## src/rtl/operand_sel_rr.sv

```systemverilog
// ---------------------------------------------------------------------------
// operand_sel_rr
//
// N_IN-way, WIDTH-bit operand selector with a single registered output stage
// and valid/ready handshakes on every port. The channel is picked either by
// an explicit select (mode 0) or by a round-robin arbiter (mode 1). The
// output holds steady under backpressure and carries the index of the
// channel that produced it.
//
// Ports:
//   clk_i    in   clock, rising edge
//   rst_ni   in   synchronous active-low reset
//   data_i   in   N_IN*WIDTH, channel k at [k*WIDTH +: WIDTH]
//   valid_i  in   N_IN, per-channel valid
//   ready_o  out  N_IN, per-channel ready (combinational)
//   sel_i    in   SEL_W, explicit select used in mode 0
//   mode_i   in   0 = explicit select, 1 = round-robin
//   data_o   out  WIDTH, registered selected operand
//   valid_o  out  data_o holds an unconsumed operand
//   ready_i  in   downstream accepts data_o
//   src_o    out  SEL_W, channel that produced data_o
//   err_o    out  one-cycle pulse: out-of-range sel_i during an attempt
// ---------------------------------------------------------------------------
module operand_sel_rr #(
  parameter int WIDTH = 8,
  parameter int N_IN  = 4,
  parameter int SEL_W = $clog2(N_IN)
) (
  input  logic                    clk_i,
  input  logic                    rst_ni,
  input  logic [N_IN*WIDTH-1:0]   data_i,
  input  logic [N_IN-1:0]         valid_i,
  output logic [N_IN-1:0]         ready_o,
  input  logic [SEL_W-1:0]        sel_i,
  input  logic                    mode_i,
  output logic [WIDTH-1:0]        data_o,
  output logic                    valid_o,
  input  logic                    ready_i,
  output logic [SEL_W-1:0]        src_o,
  output logic                    err_o
);

  typedef enum logic {
    MODE_EXPLICIT = 1'b0,
    MODE_RR       = 1'b1
  } mode_e;

  localparam logic [SEL_W-1:0] LAST_CH = SEL_W'(N_IN - 1);
  localparam logic [SEL_W:0]   N_IN_W  = (SEL_W + 1)'(N_IN);

  mode_e             mode;
  logic              space;
  logic              sel_legal;
  logic              grant_ok;
  logic              load;
  logic              err_d;
  logic              rr_found;
  logic [SEL_W-1:0]  rr_idx;
  logic [SEL_W-1:0]  chosen;
  logic [SEL_W-1:0]  ptr_q;
  logic [SEL_W-1:0]  ptr_next;
  logic [SEL_W:0]    sum;
  logic [SEL_W-1:0]  cand;
  logic [WIDTH-1:0]  ch_data;

  assign mode      = mode_e'(mode_i);
  // The stage can accept a new operand when it is empty or being drained.
  assign space     = !valid_o || ready_i;
  assign sel_legal = (sel_i <= LAST_CH);

  // Round-robin scan starting at ptr_q. The sum is one bit wider than the
  // pointer so that ptr + i (at most 2*N_IN-2) never overflows before the
  // modulo-N_IN correction; ptr therefore never reaches a value >= N_IN.
  // NOTE: every always_comb output gets a default before any branch, so no
  // path leaves a variable unassigned and no latch is inferred.
  always_comb begin
    rr_found = 1'b0;
    rr_idx   = ptr_q;
    sum      = '0;
    cand     = '0;
    for (int i = 0; i < N_IN; i++) begin
      sum = {1'b0, ptr_q} + (SEL_W + 1)'(i);
      if (sum >= N_IN_W) sum = sum - N_IN_W;
      cand = sum[SEL_W-1:0];
      if (!rr_found && valid_i[cand]) begin
        rr_found = 1'b1;
        rr_idx   = cand;
      end
    end
  end

  assign chosen   = (mode == MODE_RR) ? rr_idx : sel_i;
  assign grant_ok = (mode == MODE_RR) ? rr_found : sel_legal;
  assign ptr_next = (rr_idx == LAST_CH) ? '0 : rr_idx + SEL_W'(1);

  // In explicit mode ready does not look at valid_i; in round-robin mode it
  // goes only to the channel the arbiter picked.
  always_comb begin
    ready_o = '0;
    for (int k = 0; k < N_IN; k++) begin
      ready_o[k] = space && grant_ok && (chosen == SEL_W'(k));
    end
  end

  always_comb begin
    ch_data = '0;
    for (int k = 0; k < N_IN; k++) begin
      if (chosen == SEL_W'(k)) ch_data = data_i[k*WIDTH +: WIDTH];
    end
  end

  assign load  = |(valid_i & ready_o);
  assign err_d = (mode == MODE_EXPLICIT) && !sel_legal && space && (|valid_i);

  // NOTE: sequential state uses non-blocking assignments so every register
  // samples pre-edge values regardless of statement order.
  always_ff @(posedge clk_i) begin
    if (!rst_ni) begin
      valid_o <= 1'b0;
      data_o  <= '0;
      src_o   <= '0;
      err_o   <= 1'b0;
      ptr_q   <= '0;
    end else begin
      err_o <= err_d;
      if (load) begin
        // Covers both an empty stage and consume-and-reload with no bubble.
        valid_o <= 1'b1;
        data_o  <= ch_data;
        src_o   <= chosen;
        if (mode == MODE_RR) ptr_q <= ptr_next;
      end else if (ready_i) begin
        // Drained with nothing new: data_o/src_o keep their last values.
        valid_o <= 1'b0;
      end
    end
  end

endmodule

```

## config.mk

```make
export PLATFORM = sky130hd
export DESIGN_NAME = operand_sel_rr
export DESIGN_NICKNAME = d
export VERILOG_FILES = /design/src/rtl/operand_sel_rr.sv
export SDC_FILE = /design/constraint.sdc
export NUM_CORES = 1
export LEC_CHECK = 0
export BUFFER_PORTS_ARGS = -buffer_cell sky130_fd_sc_hd__buf_4
export CAP_MARGIN = 25
export CORE_ASPECT_RATIO = 0.75
export CORE_MARGIN = 3
export CORE_UTILIZATION = 46
export DETAILED_ROUTE_END_ITERATION = 16
export PLACE_DENSITY = 0.76
export SLEW_MARGIN = 20
export SYNTH_ARGS = -nofsm -noshare
export SYNTH_HDL_FRONTEND = slang
export SYNTH_SLANG_ARGS = --single-unit
```

## constraint.sdc

```tcl
create_clock -name clk_i -period 2.36 [get_ports clk_i]
set_input_delay 0.354 -clock clk_i [delete_from_list [all_inputs] [get_ports clk_i]]
set_output_delay 0.354 -clock clk_i [all_outputs]
set_load 0.01 [all_outputs]
```

==> flow_metrics.py, run 1 <==
metrics = {
    "worst_setup_path": {
        "worst_ep_required_time_ns": 2.01,
        "timing.rr.end": "data_o[6]$_SDFFE_PN0P_",
        "cpMaxStageDelayCell": "dfxtp_1",
        "path_depth": 7,
        "crit_end": "ready_o[0]",
        "reg2regPathDepth": 7,
        "crit_arrival_ns": 1.85,
        "path_max_fanout": 7,
        "crit_chain": "buf_4 -> nor3_2 -> a21oi_4 -> a31oi_4 -> o21ai_0 -> nor2_1 -> buf_4",
        "start_kind": "flop",
        "critPathKind": "flop to output port",
        "cpMostUsedCell": "buf_4",
        "crit_buf_inv": 2,
        "startpoint": "ptr_q[1]$_SDFFE_PN0P_",
        "worst_r2r_startpoint": "ptr_q[1]$_SDFFE_PN0P_",
        "cp_top_family": "compound AO/OA/AOI/OAI gates",
        "max_stage_delay_ns": 0.34,
        "end_kind": "output port",
        "regToRegSetupSlack_ns": 0.24,
    },
    "layout": {
        "drive_gt1_share_pct": 45.0,
        "seq_area_um2": 262,
        "fill_cells": 268,
        "final_cells": 258,
        "area_growth_pct": 28.3,
        "nets": 263,
        "n_antenna_cell": 0,
        "utilization_pct": 64.6,
        "multiInputGateArea_um2": 1120,
    },
    "synth": {
        "synth_area_per_cell_um2": 9.13,
        "synth_area_leader_cell": "dfxtp_1",
        "yosys-top-cells-area": "dfxtp_1, a311o_1, o21a_1, mux2i_1, buf_6",
        "synth_most_common_cell": "a311o_1",
        "syn-num-nets": 211,
        "postSynthCellCount": 169,
        "ys_seq_area_share_pct": 16.9,
        "synthesis.area_um2": 1540,
        "synth_edf_count": 0,
        "synth-main-ff-cell": "dfxtp_1",
        "synth_common_cells": "a311o_1, dfxtp_1, o21a_1",
        "synthArstFlopShare_pct": 0,
        "ys_types": 48,
        "yosysTopAreaCellShare_pct": 16.9,
        "synth-seq-cells": 13,
        "yosysWarnings": 0,
    },
    "grt": {
        "grt_pass1_vias": 1448,
        "grt_pass1_wl_mm": 7.22,
        "grt_max_degree": 20,
        "track_usage_pct": 22.0,
        "antenna_found_initial": 0,
        "grt_overflow_total": 0,
    },
    "place": {
        "dpl.hpwl_mm": 3.45,
        "dp.cells": 248,
        "place.gp.congestion": 0.848,
        "io_buffers": 56,
    },
    "timing": {
        "setup_violations": 0,
        "finalSetupTns_ns": 0,
        "skew_ns": 0.00486,
        "rsz0062_at_grt": "false",
        "fmax_mhz": 454,
        "slew_headroom_pct": 53.9,
        "hold_viol": 0,
        "slew_viol_final": 0,
        "period_share_pct": 93.4,
        "period_minus_slack_ns": 2.20,
        "whs_ns": 0.422,
        "worst_slew_pin_slew_ns": 0.690,
    },
    "floorplanning": {
        "die_w_um": 72.9,
        "rows": 17,
        "start_util_pct": 50.4,
        "die_h_um": 56.2,
        "ios": 58,
        "dieArea_um2": 4090,
        "core_um2": 3060,
    },
    "power": {
        "leakage_nw": 0.843,
        "ir_drop_mv": 0.368,
        "power_density_nw_per_um2": 477,
    },
    "drt": {
        "drtAntennaViolNets": 0,
        "vias": 1628,
        "wirelength_mm": 4.70,
        "first_pass_iters": 4,
        "drtIter0Drc": 123,
        "wl_per_cell_um": 18.2,
        "drc": 0,
        "vias_per_cell": 6.31,
    },
    "worst_hold_path": {
        "hold_path_class": "input port to flop",
    },
    "clocking": {
        "cts_buffers": 3,
        "cts_tree": "built",
        "cts_buffer_depth": 2,
        "cts_hold_buffers": 0,
        "tritoncts_num_sinks": 13,
        "h-tree-depth": 1,
        "cts-root-buf": "clkbuf_8",
        "path_clk_slew_ns": 0.06,
        "clock_latency_ns": 0.25,
    },
    "run": {
        "max_cap_viol_count": 0,
    },
    "outcome": {
        "status": "completed",
    },
}
-- metal layers --
| metal | GRT usage, % | vias to the layer above | wire, um |
|---|---|---|---|
| li1 | - | 772 | - |
| met1 | 32.7 | 764 | 2180 |
| met2 | 31.6 | 85 | 2000 |
| met3 | 5.23 | 7 | 478 |
| met4 | 4.74 | 0 | 46 |
| met5 | 0 | - | 0 |
-- worst min-delay path by stage --
stage                               start                endpoint  slack, ns  cells after the start
finish                             rst_ni  data_o[0]$_SDFFE_PN0P_       0.42                      2
global route                       rst_ni  data_o[4]$_SDFFE_PN0P_       0.43                      2
CTS                                rst_ni  data_o[4]$_SDFFE_PN0P_       0.42                      2
detailed placement  src_o[0]$_SDFFE_PN0P_   src_o[0]$_SDFFE_PN0P_       0.51                      1
global placement    src_o[0]$_SDFFE_PN0P_   src_o[0]$_SDFFE_PN0P_       0.49                      1
floorplan                          rst_ni   src_o[1]$_SDFFE_PN0P_       0.49                      2
-- cells in the final DEF, fill, tap and decap left out, drive strengths merged --
cell,netlist,routed
o211a,2,2
a31oi,2,2
mux2i,8,8
a221oi,8,8
or2b,1,1
o31ai,3,3
inv,1,1
a21boi,1,1
o21bai,1,1
o22a,1,1
and3,8,8
a21o,3,3
o311ai,1,1
and2b,2,2
nor2,11,11
o31a,1,1
nor3b,3,3
or2,1,1
or3b,1,1
o211ai,1,1
a211oi,8,8
conb,1,1
buf,16,67
nor3,2,2
nand2b,3,3
clkbuf,4,4
a21oi,4,4
nor2b,12,12
a32oi,1,1
a41o,1,1
a41oi,2,2
o21ai,9,9
o21a,12,12
dfxtp,13,13
a311o,16,16
nand2,5,5
-- registers in the layout, summed over array words and instances, names as in the netlist --
register,cells
data_o,8
ptr_q,2
valid_o,1
src_o,2
-- cells by family (layout without fill, tap and decap cells) --
logic type | after synthesis | count (layout) | share of synthesized area [%]
DFF | 13 | 13 | 16.9
and+or+nand+nor | 49 | 49 | 21.1
AOI/OAI and AO/OA | 77 | 77 | 45.9
other | 1 | 1 | 0.243
muxes | 8 | 8 | 5.19
buffers and inverters | 21 | 72 | 10.7
-- report_power, final --
part	internal, mW	total (mW)	switching (mW)
Combinational	0.230	0.463	0.233
Clock	0.120	0.213	0.0937
Sequential	0.248	0.267	0.0189
-- per-stage QoR --
step,cell area [um2],setup slack (ns),power [mW]
2_1_floorplan,1540,0.537,0.584
3_3_place_gp,1890,0.187,0.702
3_5_place_dp,1890,0.111,0.716
4_1_cts,1930,0.0351,0.927
5_1_grt,1980,0.00409,0.990
6_report,1980,0.157,0.943
-- what timing repair did --
action	in CTS	in global routing
setup buffers	0	5
gates resized for setup	0	2
setup endpoints to repair	0	2
-- layout make-up --
cell class,instances,share of cell area (%)
multi-input cells,135,56.5
repair buffers,67,25.4
flip-flops and latches,13,13.2
well taps,38,2.40
clock buffers,4,2.28
inverters,1,0.190
(Power assumes the default switching activity.)
==> run 2, diff against run 1 <==
--- a/config.mk
+++ b/config.mk
@@ -9,9 +9,9 @@
 export CAP_MARGIN = 25
 export CORE_ASPECT_RATIO = 0.75
 export CORE_MARGIN = 3
-export CORE_UTILIZATION = 46
+export CORE_UTILIZATION = 33
 export DETAILED_ROUTE_END_ITERATION = 16
-export PLACE_DENSITY = 0.76
+export SETUP_SLACK_MARGIN = 0.4
 export SLEW_MARGIN = 20
 export SYNTH_ARGS = -nofsm -noshare
 export SYNTH_HDL_FRONTEND = slang
==> run 2 against run 1 <==
Sequential power barely moved. Combinational power rose by 19%. Highest routed layer unchanged. Sequential cell count did not move. Largest cell class unchanged. Fmax rose by 9.8%. Total power rose by 8.2%. Critical path depth fell by 1. Via count fell by 3.6%.
==> flow_metrics.py, run 2 (same netlist as run 1, synthesis figures left out) <==
metrics = {
    "worst_setup_path": {
        "crit_arrival_ns": 1.65,
        "critPathKind": "flop to output port",
        "crit_chain": "a21oi_2 -> or3b_4 -> a31oi_4 -> o21ai_4 -> nor2_2 -> buf_4",
        "end_kind": "output port",
        "cpMaxStageDelayCell": "or3b_4",
        "max_stage_delay_ns": 0.43,
        "worst_ep_required_time_ns": 2.01,
        "path_max_fanout": 4,
        "cp_top_family": "simple AND/OR/NAND/NOR gates",
        "crit_buf_inv": 1,
        "start_kind": "flop",
    },
    "layout": {
        "final_cell_mix": "buf_4, a311o_1, o21a_1, nor2b_1, dfxtp_1",
        "final_common_cell": "buf_4",
        "drive_gt1_share_pct": 55.6,
        "seq_area_um2": 265,
        "top_regs": "data_o: 8 flops, ptr_q: 2 flops, src_o: 2 flops",
        "area_growth_pct": 45.0,
        "nets": 266,
        "fill_cells": 400,
        "multiInputGateArea_um2": 1290,
        "largest_register": "data_o",
        "n_antenna_cell": 0,
        "largest_reg_flops": 8,
        "final_cells": 278,
    },
    "timing": {
        "finalSetupTns_ns": 0,
        "period_share_pct": 85.0,
        "period_minus_slack_ns": 2.01,
        "rsz0062_at_grt": "true",
        "worst_slew_pin_slew_ns": 0.613,
        "skew_ns": 0.00281,
        "fmax_mhz": 499,
        "setup_violations": 0,
        "slew_viol_final": 0,
        "hold_viol": 0,
        "slew_headroom_pct": 59.1,
    },
    "floorplanning": {
        "rows": 20,
        "start_util_pct": 36.1,
        "core_um2": 4280,
        "ios": 58,
        "die_w_um": 85.0,
        "die_h_um": 65.2,
        "dieArea_um2": 5540,
    },
    "clocking": {
        "clock_latency_ns": 0.24,
        "cts_buffers": 3,
        "cts_hold_buffers": 0,
        "tritoncts_num_sinks": 13,
        "cts_tree": "built",
        "cts_buffer_depth": 2,
        "cts-root-buf": "clkbuf_8",
        "h-tree-depth": 1,
        "path_clk_slew_ns": 0.06,
    },
    "power": {
        "ir_drop_mv": 0.328,
        "power_density_nw_per_um2": 456,
        "leakage_nw": 0.903,
    },
    "grt": {
        "track_usage_pct": 16.6,
        "antenna_found_initial": 0,
        "grt_pass1_wl_mm": 7.42,
        "grt_overflow_total": 0,
        "grt_max_degree": 19,
        "grt_pass1_vias": 1472,
    },
    "drt": {
        "vias_per_cell": 5.65,
        "wl_per_cell_um": 17.6,
        "drtIter0Drc": 109,
        "wirelength_mm": 4.88,
        "drtAntennaViolNets": 0,
        "vias": 1570,
        "first_pass_iters": 4,
        "drc": 0,
    },
    "place": {
        "place.gp.congestion": 0.838,
        "dp.cells": 265,
        "dpl.hpwl_mm": 3.42,
        "io_buffers": 56,
    },
    "run": {
        "max_cap_viol_count": 0,
    },
    "worst_hold_path": {
        "hold_path_class": "input port to flop",
    },
    "outcome": {
        "status": "completed",
    },
}
==> run 2: through the flow <==
step           cell area [um2]  setup slack, ns  hold WS, ns  utilization, %  power [mW]
6_report                  2240            0.354        0.430            52.3        1.02
5_1_grt                   2240            0.284        0.429            52.3        1.09
4_1_cts                   2020            0.348        0.434            47.1       0.941
3_5_place_dp              1910            0.165        0.499            44.6       0.716
3_3_place_gp              1910            0.200        0.494            44.6       0.719
2_1_floorplan             1540            0.537        0.490               -       0.584
==> run 2: where the power goes <==
part | leakage (nW) | switching (mW) | total (mW) | internal (mW)
Clock | 0.0228 | 0.0826 | 0.202 | 0.119
Combinational | 0.772 | 0.272 | 0.549 | 0.276
Sequential | 0.108 | 0.0210 | 0.270 | 0.249
Total | 0.903 | 0.376 | 1.02 | 0.644
==> run 2: cell type report <==
class | count | area share (%)
clock buffers | 4 | 2.01
multi-input cells | 135 | 57.7
well taps | 55 | 3.08
flip-flops and latches | 13 | 11.9
inverters | 1 | 0.168
repair buffers | 70 | 25.2
==> run 2: path summary, 6_finish.rpt <==
path,startpoint,endpoint,slack [ns],depth (start not counted)
min,rst_ni,data_o[2]$_SDFFE_PN0P_,0.43,2
min reg2reg,src_o[0]$_SDFFE_PN0P_,src_o[0]$_SDFFE_PN0P_,0.52,1
max,ptr_q[1]$_SDFFE_PN0P_,ready_o[0],0.35,6
max reg2reg,ptr_q[0]$_SDFFE_PN0P_,data_o[4]$_SDFFE_PN0P_,0.40,6
==> run 2: timing repair <==
item	4_1_cts	5_1_grt
gates cloned	0	0
resized for setup	8	35
pin swaps	5	38
setup buffers	6	3
hold endpoints to repair	0	0
setup endpoints to repair	12	15
==> run 2: per-layer routing <==
layer | GRT usage, % | vias to the layer above | part of all wire (%)
met5 | 0 | - | 0
met4 | 4.94 | 0 | 0.98
met3 | 2.88 | 7 | 6.6
met2 | 22.3 | 58 | 41
met1 | 26.1 | 733 | 52
li1 | - | 772 | -
